==> config.mk <==
export PLATFORM = sky130hd
export DESIGN_NAME = req_ack_initiator
export DESIGN_NICKNAME = d
export VERILOG_FILES = /design/src/rtl/req_ack_initiator.sv
export SDC_FILE = /design/constraint.sdc
export NUM_CORES = 1
export LEC_CHECK = 0
export CORE_UTILIZATION = 45
export DETAILED_ROUTE_END_ITERATION = 10
export GPL_TIMING_DRIVEN = 0
export MAX_ROUTING_LAYER = met4
export PLACE_DENSITY = 0.82
export SLEW_MARGIN = 10
export SYNTH_ARGS = -nofsm -noshare
export SYNTH_HDL_FRONTEND = slang
export SYNTH_SLANG_ARGS = --single-unit
export TNS_END_PERCENT = 10
==> constraint.sdc <==
create_clock -name clk -period 5.9 [get_ports clk]
set_input_delay 0.885 -clock clk [delete_from_list [all_inputs] [get_ports clk]]
set_output_delay 0.885 -clock clk [all_outputs]
set_load 0.1 [all_outputs]
==> src/rtl/req_ack_initiator.sv <==
// Initiator side of the single-pulse req/ack handshake: issues one req pulse per
// accepted command, grades the ack arrival time and reports it on a response strobe.
module req_ack_initiator #(
    parameter int DW      = 8,
    parameter int TIMEOUT = 8,
    parameter int CW      = 16
) (
    input  logic          clk,
    input  logic          rst_n,
    input  logic          cmd_valid,
    output logic          cmd_ready,
    input  logic [DW-1:0] cmd_data,
    output logic          req,
    output logic [DW-1:0] req_data,
    input  logic          ack,
    output logic          rsp_valid,
    output logic [1:0]    rsp_status,
    output logic          stray_ack,
    output logic [CW-1:0] err_cnt
);

    localparam int             WCW          = $clog2(TIMEOUT + 1);
    localparam logic [WCW-1:0] WCNT_ONE     = WCW'(1);
    localparam logic [WCW-1:0] WCNT_TWO     = WCW'(2);
    localparam logic [WCW-1:0] WCNT_TIMEOUT = WCW'(TIMEOUT);
    localparam logic [CW-1:0]  ERR_MAX      = '1;

    localparam logic [1:0] ST_OK      = 2'b00;
    localparam logic [1:0] ST_LATE    = 2'b01;
    localparam logic [1:0] ST_EARLY   = 2'b10;
    localparam logic [1:0] ST_TIMEOUT = 2'b11;

    typedef enum logic [1:0] {
        IDLE = 2'b00,
        REQ  = 2'b01,
        WAIT = 2'b10,
        GAP  = 2'b11
    } state_t;

    state_t          r_state;
    state_t          w_nextState;
    logic [WCW-1:0]  r_wcnt;
    logic            r_req;
    logic [DW-1:0]   r_reqData;
    logic            r_rspValid;
    logic [1:0]      r_rspStatus;
    logic            r_strayAck;
    logic [CW-1:0]   r_errCnt;

    logic            w_accept;
    logic            w_complete;
    logic [1:0]      w_status;
    logic            w_stray;
    logic            w_errInc;

    always_ff @(posedge clk) begin
        if (!rst_n) begin
            r_state <= IDLE;
        end else begin
            r_state <= w_nextState;
        end
    end

    always_comb begin
        w_nextState = r_state;
        case (r_state)
            IDLE: begin
                if (cmd_valid) begin
                    w_nextState = REQ;
                end
            end
            REQ: begin
                w_nextState = ack ? GAP : WAIT;
            end
            WAIT: begin
                if (ack || (r_wcnt == WCNT_TIMEOUT)) begin
                    w_nextState = GAP;
                end
            end
            GAP: begin
                w_nextState = IDLE;
            end
            default: begin
                w_nextState = IDLE;
            end
        endcase
    end

    // An ack in the req cycle itself counts as early; a late ack still wins over timeout.
    always_comb begin
        cmd_ready  = rst_n & (r_state == IDLE);
        w_accept   = cmd_ready & cmd_valid;
        w_complete = 1'b0;
        w_status   = ST_OK;
        w_stray    = ack & ((r_state == IDLE) | (r_state == GAP));
        case (r_state)
            REQ: begin
                if (ack) begin
                    w_complete = 1'b1;
                    w_status   = ST_EARLY;
                end
            end
            WAIT: begin
                if (ack) begin
                    w_complete = 1'b1;
                    if (r_wcnt == WCNT_ONE) begin
                        w_status = ST_EARLY;
                    end else if (r_wcnt == WCNT_TWO) begin
                        w_status = ST_OK;
                    end else begin
                        w_status = ST_LATE;
                    end
                end else if (r_wcnt == WCNT_TIMEOUT) begin
                    w_complete = 1'b1;
                    w_status   = ST_TIMEOUT;
                end
            end
            default: begin
                w_complete = 1'b0;
            end
        endcase
        w_errInc = (w_complete & (w_status != ST_OK)) | w_stray;
    end

    always_ff @(posedge clk) begin
        if (!rst_n) begin
            r_wcnt <= '0;
        end else if ((r_state == REQ) && !ack) begin
            r_wcnt <= WCNT_ONE;
        end else if ((r_state == WAIT) && !w_complete) begin
            r_wcnt <= r_wcnt + WCNT_ONE;
        end else begin
            r_wcnt <= '0;
        end
    end

    always_ff @(posedge clk) begin
        if (!rst_n) begin
            r_req       <= 1'b0;
            r_reqData   <= '0;
            r_rspValid  <= 1'b0;
            r_rspStatus <= ST_OK;
            r_strayAck  <= 1'b0;
        end else begin
            r_req      <= w_accept;
            r_rspValid <= w_complete;
            r_strayAck <= w_stray;
            if (w_accept) begin
                r_reqData <= cmd_data;
            end
            if (w_complete) begin
                r_rspStatus <= w_status;
            end
        end
    end

    always_ff @(posedge clk) begin
        if (!rst_n) begin
            r_errCnt <= '0;
        end else if (w_errInc && (r_errCnt != ERR_MAX)) begin
            r_errCnt <= r_errCnt + CW'(1);
        end
    end

    assign req        = r_req;
    assign req_data   = r_reqData;
    assign rsp_valid  = r_rspValid;
    assign rsp_status = r_rspStatus;
    assign stray_ack  = r_strayAck;
    assign err_cnt    = r_errCnt;

endmodule

# ---- Yosys cells after proc, flatten, opt, wreduce, memory -nomap -nowiden
# Cells that the tools add are included.
dict set report op_classes {
  addsub 2
  mul 0
  n_div 0
  n_lt_le_gt_ge 0
  n_eq_ne 9
  shift 0
  muxes 16
  bitwise_logic 8
  n_reduce_logical 10
}
# operator count
set op_table {}
lappend op_table {{$add 16x1->16 const B} 1}
lappend op_table {{$ne 16x16->1 const B} 1}
lappend op_table {{$mux 2} 6}
lappend op_table {{$pmux 2 s4} 1}
lappend op_table {{$mux 1} 7}
lappend op_table {{$add 4x1->4 const B} 1}
lappend op_table {{$and 1x1->1} 4}
lappend op_table {{$eq 2x2->1 const B} 2}
lappend op_table {{$eq 4x1->1 const B} 1}
lappend op_table {{$eq 4x2->1 const B} 1}
lappend op_table {{$eq 4x4->1 const B} 1}
lappend op_table {{$ne 2x2->1 const B} 2}
lappend op_table {{$pmux 2 s2} 1}
lappend op_table {{$logic_and 1x1->1} 3}
lappend op_table {{$reduce_or 3->1} 1}
lappend op_table {{$eq 2x1->1 const B} 1}
lappend op_table {{$logic_not 1->1} 2}
lappend op_table {{$logic_not 2->1} 1}
lappend op_table {{$not 1->1} 2}
lappend op_table {{$or 1x1->1} 2}
lappend op_table {{$pmux 1 s2} 1}
lappend op_table {{$reduce_and 2->1} 1}
lappend op_table {{$reduce_bool 2->1} 1}
lappend op_table {{$logic_or 1x1->1} 1}
dict set report totals {
  ff_bits 35
  latch_bits 0
  ramBits 0
  romBits 0
  inputBits 12
  output_inout_bits 30
  wordCells 54
  mem_count 0
}

# ---- Logic depth before layout (Yosys ltp)
# Gate-level depths: netlist (run 1).
dict set report logic_depth {
  depth_word 9
  mapped_depth 9
  mapped_depth_nobuf 7
}

# ---- Worst setup path before layout (run 1)
# OpenSTA, ideal clock, no wires.
dict set report synth_timing {
  path_type {in2out}
  start {in rst_n}
  end {out cmd_ready}
  arrival_ns 1.916
  required_time_ns 5.015
  setup_slack_ns 3.099
  path_stages 2
  path_cell_list {clkbuf_1 and2_1}
}
dict set report synth_between {
  elab_chain_cells 1
}
# item line
set synth_rtl {}
lappend synth_rtl {{start: declaration} 9} ;# input logic rst_n,
lappend synth_rtl {{$and 1x1->1} 91} ;# cmd_ready = rst_n & (r_state == IDLE);
lappend synth_rtl {{end: declaration} 11} ;# output logic cmd_ready,
# No other way between the ends.

# ---- Worst setup path in the final report (run 1)
# Ends and elaborated chain as after synthesis.

==> reports/metrics.cfg, run 1 <==
[run_status]
status=finished clean

[place]
dpl_cell_area_mm2=0.00217
placed_cells=288
routabilityCongestion=0.828
dp_hpwl_um=2760
io_buffer_count=40

[power]
powerDensity_mw_per_mm2=376
leakage_nw=0.767
ir_worst_vdd_v=0.000248

[layout]
finalNonFillerCells=295
nFillCells=321
drive_gt1_frac=0.0607
final_nets=268
antennaDiodeCount=0
final_area_mm2=0.00226
syn_to_final_growth_pct=32.0
finish.utilization=0.618

[floorplan]
core-area_mm2=0.00366
design.die.area_mm2=0.00406
pin_count=42
die_h_um=63.7
rows=22
initial_utilization=0.468
die_w_um=63.7

[clock_network]
cts_setup_buffers=0
clk_pin_slew_ns=0.07
worstSkewPairLatency_ns=0.29
cts_hold_buf=0
cts_root_buf=clkbuf_8
tritoncts=yes
htree_levels=2
clkSinkCount=35
cts_max_path_buffers=2
cts_made_buffers=5
cts_resized=0

[job]
cap_violations=0

[sta]
fmax_mhz=248
tightest_slew_ns=0.983
holdWs_ns=0.457
setup_viol=0
finalCriticalPeriod_ns=4.04
final-hold-violation-count=0
finalSetupTns_ns=0
rsz0062_at_grt=false
final.setup_skew_ns=0.00742
max_slew_margin=0.343
fin_crit_sh=0.684
slew_viol_final=0

[grt]
antenna_found_initial=0
first_global_vias=1552
track_usage=0.217
overflow=0
grt_max_degree=11
grt_pass1_wl_um=6700

[setup_path]
crit_path_cell_trace=clkdlybuf4s50_1 > clkbuf_1 > and2_1 > clkdlybuf4s50_1
start_kind=primary input
critical_path_depth=4
rrSetupSlack_ns=3.72
worst-endpoint-arrival_ns=3.15
endpoint=cmd_ready
critPathBufInv=3
cp_slowest_cell=clkdlybuf4s50_1
crit_type=in2out
path_max_fanout=10
cp-end-kind=output pin
crit_family=buffers and inverters
slowest_delay_ns=1.13
crit_start=rst_n
cp.required_ns=5.02
reg2reg_to=err_cnt[1]$_SDFFE_PN0P_
crit_top_cell=clkdlybuf4s50_1
r2r_cells=9
rr_startpoint=r_state[0]$_SDFFE_PN0P_

[logic_synthesis]
synth-seq-area-share=0.409
avgSynthCellArea_um2=8.57
synth.distinct_cells=40
syn_inst=200
syn_nets=221
synth_flop_cell=dfxtp_1
async_flop_share=0
ys_seq_elements=35
synth_area_mm2=0.00171
yosysWarningCount=0
synth_edf_count=0

[hold_path]
hp-class=reg2reg

[route]
drc=0
num_vias=1590
drt-initial-drc-count=133
drtPass1Iterations=4
ant_nets=0
via_per_inst=5.39
wire_per_inst_um=12.8
routed_wl_um=3790

## per-layer routing
metal / track usage / share of wire / up-vias
li1: - / - / 811
met1: 0.240 / 0.45 / 742
met2: 0.374 / 0.50 / 31
met3: 0.0652 / 0.039 / 6
met4: 0.0597 / 0.011 / 0
met5: - / 0 / -
## cells by family (layout without fill, tap and decap cells)
| family | Yosys count | in the layout | share of synthesized area |
|---|---|---|---|
| AOI/OAI and AO/OA | 49 | 49 | 0.185 |
| xor gates and xnor gates | 3 | 3 | 0.0153 |
| adders and majority gates | 9 | 9 | 0.0657 |
| buffers and inverters | 20 | 67 | 0.0533 |
| DFF | 35 | 35 | 0.409 |
| muxes | 2 | 2 | 0.0117 |
| and+or+nand+nor | 82 | 82 | 0.260 |
## worst min-delay path by stage
stage | from | endpoint | slack (ns) | depth (start not counted)
CTS | req_data[4]$_SDFFE_PN0P_ | req_data[4]$_SDFFE_PN0P_ | 0.46 | 2
global placement | req_data[1]$_SDFFE_PN0P_ | req_data[1]$_SDFFE_PN0P_ | 0.44 | 2
finish | req_data[6]$_SDFFE_PN0P_ | req_data[6]$_SDFFE_PN0P_ | 0.46 | 2
detailed placement | req_data[4]$_SDFFE_PN0P_ | req_data[4]$_SDFFE_PN0P_ | 0.45 | 2
floorplan | r_state[1]$_SDFFE_PN0P_ | r_state[1]$_SDFFE_PN0P_ | 0.49 | 2
global route | req_data[5]$_SDFFE_PN0P_ | req_data[5]$_SDFFE_PN0P_ | 0.48 | 2
## Yosys cell counts (2+ instances only)
cell type / instances / share of area
dfxtp_1: 35 / 0.41
and2_1: 3 / 0.011
nor2_1: 13 / 0.028
a21oi_1: 15 / 0.044
buf_6: 2 / 0.013
o31ai_1: 7 / 0.031
inv_1: 12 / 0.026
mux2i_1: 2 / 0.012
or3_1: 5 / 0.018
clkbuf_1: 5 / 0.011
and3_1: 3 / 0.011
o21ai_1: 5 / 0.015
ha_1: 9 / 0.066
a21oi_2: 2 / 0.010
or4_1: 7 / 0.031
nand3_1: 9 / 0.026
nand2_1: 22 / 0.048
nor4_1: 2 / 0.0073
nor3_1: 2 / 0.0058
o21a_1: 2 / 0.0088
nand4_1: 7 / 0.026
xor2_1: 2 / 0.010
o21ai_0: 12 / 0.035
## tightest hold or removal path, delay by kind of cell (launching register included)
kind | cells | cell delay (ns)
flops | 1 | 0.31
simple gates | 1 | 0.04
compound gates | 1 | 0.06
## layout by cell type (no fill, tap or decap), types with 2 or more instances in the layout
cell type,instances
a21oi_1,15
a21oi_2,2
and2_1,3
and3_1,3
buf_6,2
clkbuf_1,5
clkbuf_8,6
clkdlybuf4s50_1,40
dfxtp_1,35
ha_1,9
inv_1,12
mux2i_1,2
nand2_1,22
nand3_1,9
nand4_1,7
nor2_1,13
nor3_1,2
nor4_1,2
o21a_1,2
o21ai_0,12
o21ai_1,5
o31ai_1,7
or3_1,5
or4_1,7
xor2_1,2
## stage by stage
stage	setup slack [ns]	power, mW
2_1_floorplan	3.10	0.592
3_3_place_gp	1.88	0.672
3_5_place_dp	1.88	0.678
4_1_cts	1.87	0.854
5_1_grt	1.80	0.892
6_report	1.86	0.850
## power breakdown
group | internal [mW] | switching (mW)
logic | 0.101 | 0.286
registers | 0.266 | 0.0199
clock network | 0.0915 | 0.0855
## layout make-up
type | instances | area, um^2 | share of cell area
clock inverters | 1 | 5.00 | 0.00221
flip-flops and latches | 35 | 701 | 0.310
multi-input cells | 145 | 922 | 0.408
well taps | 48 | 60.1 | 0.0265
plain buffers | 8 | 46.3 | 0.0205
inverters | 12 | 45.0 | 0.0199
repair buffers | 40 | 400 | 0.177
clock buffers | 6 | 82.6 | 0.0365
## flip-flops by register name (all words and copies together), names as in the netlist
register / cells
err_cnt: 16
r_state: 2
r_wcnt: 4
req: 1
req_data: 8
rsp_status: 2
rsp_valid: 1
stray_ack: 1
No activity file was read; power rests on OpenSTA's default activity.
==> run 2, diff against run 1 <==
--- a/config.mk
+++ b/config.mk
@@ -5,11 +5,11 @@
 export SDC_FILE = /design/constraint.sdc
 export NUM_CORES = 1
 export LEC_CHECK = 0
-export CORE_UTILIZATION = 45
+export CORE_UTILIZATION = 44
 export DETAILED_ROUTE_END_ITERATION = 10
 export GPL_TIMING_DRIVEN = 0
 export MAX_ROUTING_LAYER = met4
-export PLACE_DENSITY = 0.82
+export PLACE_DENSITY = 0.83
 export SLEW_MARGIN = 10
 export SYNTH_ARGS = -nofsm -noshare
 export SYNTH_HDL_FRONTEND = slang
==> constraint.sdc (replaced) <==
create_clock -name clk -period 3.5 [get_ports clk]
set_input_delay 0.525 -clock clk [delete_from_list [all_inputs] [get_ports clk]]
set_output_delay 0.525 -clock clk [all_outputs]
set_load 0.1 [all_outputs]
==> run 2 against run 1 <==
  * Sequential power increased by 68%
  * Total power rose by 66%
  * Worst setup slack worse by 1.7 ns
  * Highest routed layer unchanged
  * Clock power increased by 58%
  * Core utilization is 0.63 points lower
  * Combinational power grew 68%
  * Clock-buffer cell count increased by 1
  * Register-to-register slack worse by 2.4 ns
  * Routed wire length shrank 3.9%
  * Critical path type unchanged
  * Via count is 1.1% higher
==> reports/metrics.cfg, run 2 (same netlist as run 1, synthesis figures left out) <==
[place]
routabilityCongestion=0.875
dp_hpwl_um=2660
io_buffer_count=40
dpl_cell_area_mm2=0.00217

[layout]
drive_gt1_frac=0.0565
finish.utilization=0.612
final_area_mm2=0.00226
nFillCells=341
final_nets=268
final_common_cell=clkdlybuf4s50_1
seq_area_um2=701
antennaDiodeCount=0
largest_register_ffs=16
final_cell_mix=40 x clkdlybuf4s50_1, 35 x dfxtp_1, 22 x nand2_1
multi_input_area_um2=922
syn_to_final_growth_pct=31.6

[sta]
fmax_mhz=303
final-hold-violation-count=0
finalSetupTns_ns=0
tightest_slew_ns=0.989
setup_viol=0
max_slew_margin=0.338
rsz0062_at_grt=false
finalCriticalPeriod_ns=3.30
fin_crit_sh=0.942
slew_viol_final=0
holdWs_ns=0.462
final.setup_skew_ns=0.00359

[setup_path]
cp-end-kind=output pin
crit_type=in2out
r2r_cells=9
path_max_fanout=10
worst-endpoint-arrival_ns=2.77
start_kind=primary input
cp.required_ns=2.97

[clock_network]
cts_root_buf=clkbuf_8
cts_setup_buffers=0
cts_hold_buf=0
cts_made_buffers=5
htree_levels=2
clkSinkCount=35
tritoncts=yes
worstSkewPairLatency_ns=0.29
cts_max_path_buffers=2
clk_pin_slew_ns=0.07
cts_resized=0

[route]
drtPass1Iterations=4
ant_nets=0
routed_wl_um=3640
via_per_inst=5.43
wire_per_inst_um=12.3
drt-initial-drc-count=80
drc=0
num_vias=1608

[power]
power_frac_seq=0.341
power.share.clock=0.198
leakage_nw=0.762
ir_worst_vdd_v=0.000405
internal_power_mw=0.758
powerDensity_mw_per_mm2=626
power_frac_comb=0.461
total_power_mw=1.41
p_sw_mw=0.653
swShare=0.463

[floorplan]
initial_utilization=0.465
rows=22
die_w_um=64.4
design.die.area_mm2=0.00415
die_h_um=64.4
core-area_mm2=0.00369
pin_count=42

[grt]
first_global_vias=1477
antenna_found_initial=0
grt_max_degree=11
grt_pass1_wl_um=6260
track_usage=0.200
overflow=0

[job]
cap_violations=0

[hold_path]
holdPathStages=2
hp-class=reg2reg

[run_status]
status=finished clean

==> run 2: cell count changes in the layout (fill, tap and decap cells not counted), sizes merged <==
cell / change
clkbuf: +1
==> run 2: power groups by stage <==
stage | Sequential [mW] | Clock, mW | Combinational [mW]
finish | 0.481 | 0.279 | 0.651
global route | 0.488 | 0.306 | 0.694
floorplan | 0.756 | 0 | 0.241
detailed placement | 0.490 | 0 | 0.651
global placement | 0.489 | 0 | 0.643
CTS | 0.481 | 0.289 | 0.654
==> run 2: path summary, 6_finish.rpt <==
| check | from | to | slack, ns |
|---|---|---|---|
| worst max-delay path | rst_n | cmd_ready | 0.20 |
| worst min-delay path | req_data[3]$_SDFFE_PN0P_ | req_data[3]$_SDFFE_PN0P_ | 0.46 |
| worst max register to register | r_state[0]$_SDFFE_PN0P_ | err_cnt[1]$_SDFFE_PN0P_ | 1.33 |
| worst min register to register | req_data[3]$_SDFFE_PN0P_ | req_data[3]$_SDFFE_PN0P_ | 0.46 |
==> run 2: critical path: stages <==
cell and delay, ns:
clkdlybuf4s50_1 0.55, clkbuf_1 0.37, and2_1 0.19, clkdlybuf4s50_1 1.13
==> run 2: cell type report <==
class	instances	area share
clock inverters	1	0.00222
well taps	48	0.0266
repair buffers	40	0.177
plain buffers	8	0.0205
inverters	12	0.0200
multi-input cells	145	0.409
clock buffers	7	0.0338
flip-flops and latches	35	0.311
==> run 2: metrics by stage <==
step	std cells	worst slack (ns)
after floorplan	200	1.04
after global placement	288	0.177
after detailed placement	288	0.204
after CTS	296	0.174
after global routing	296	0.125
final	296	0.203
==> run 2: per-layer routing <==
layer | vias to the layer above | routed length (um) | track usage
li1 | 807 | - | -
met1 | 735 | 1640 | 0.225
met2 | 60 | 1760 | 0.330
met3 | 6 | 183 | 0.0599
met4 | 0 | 53 | 0.0833
met5 | - | 0 | -
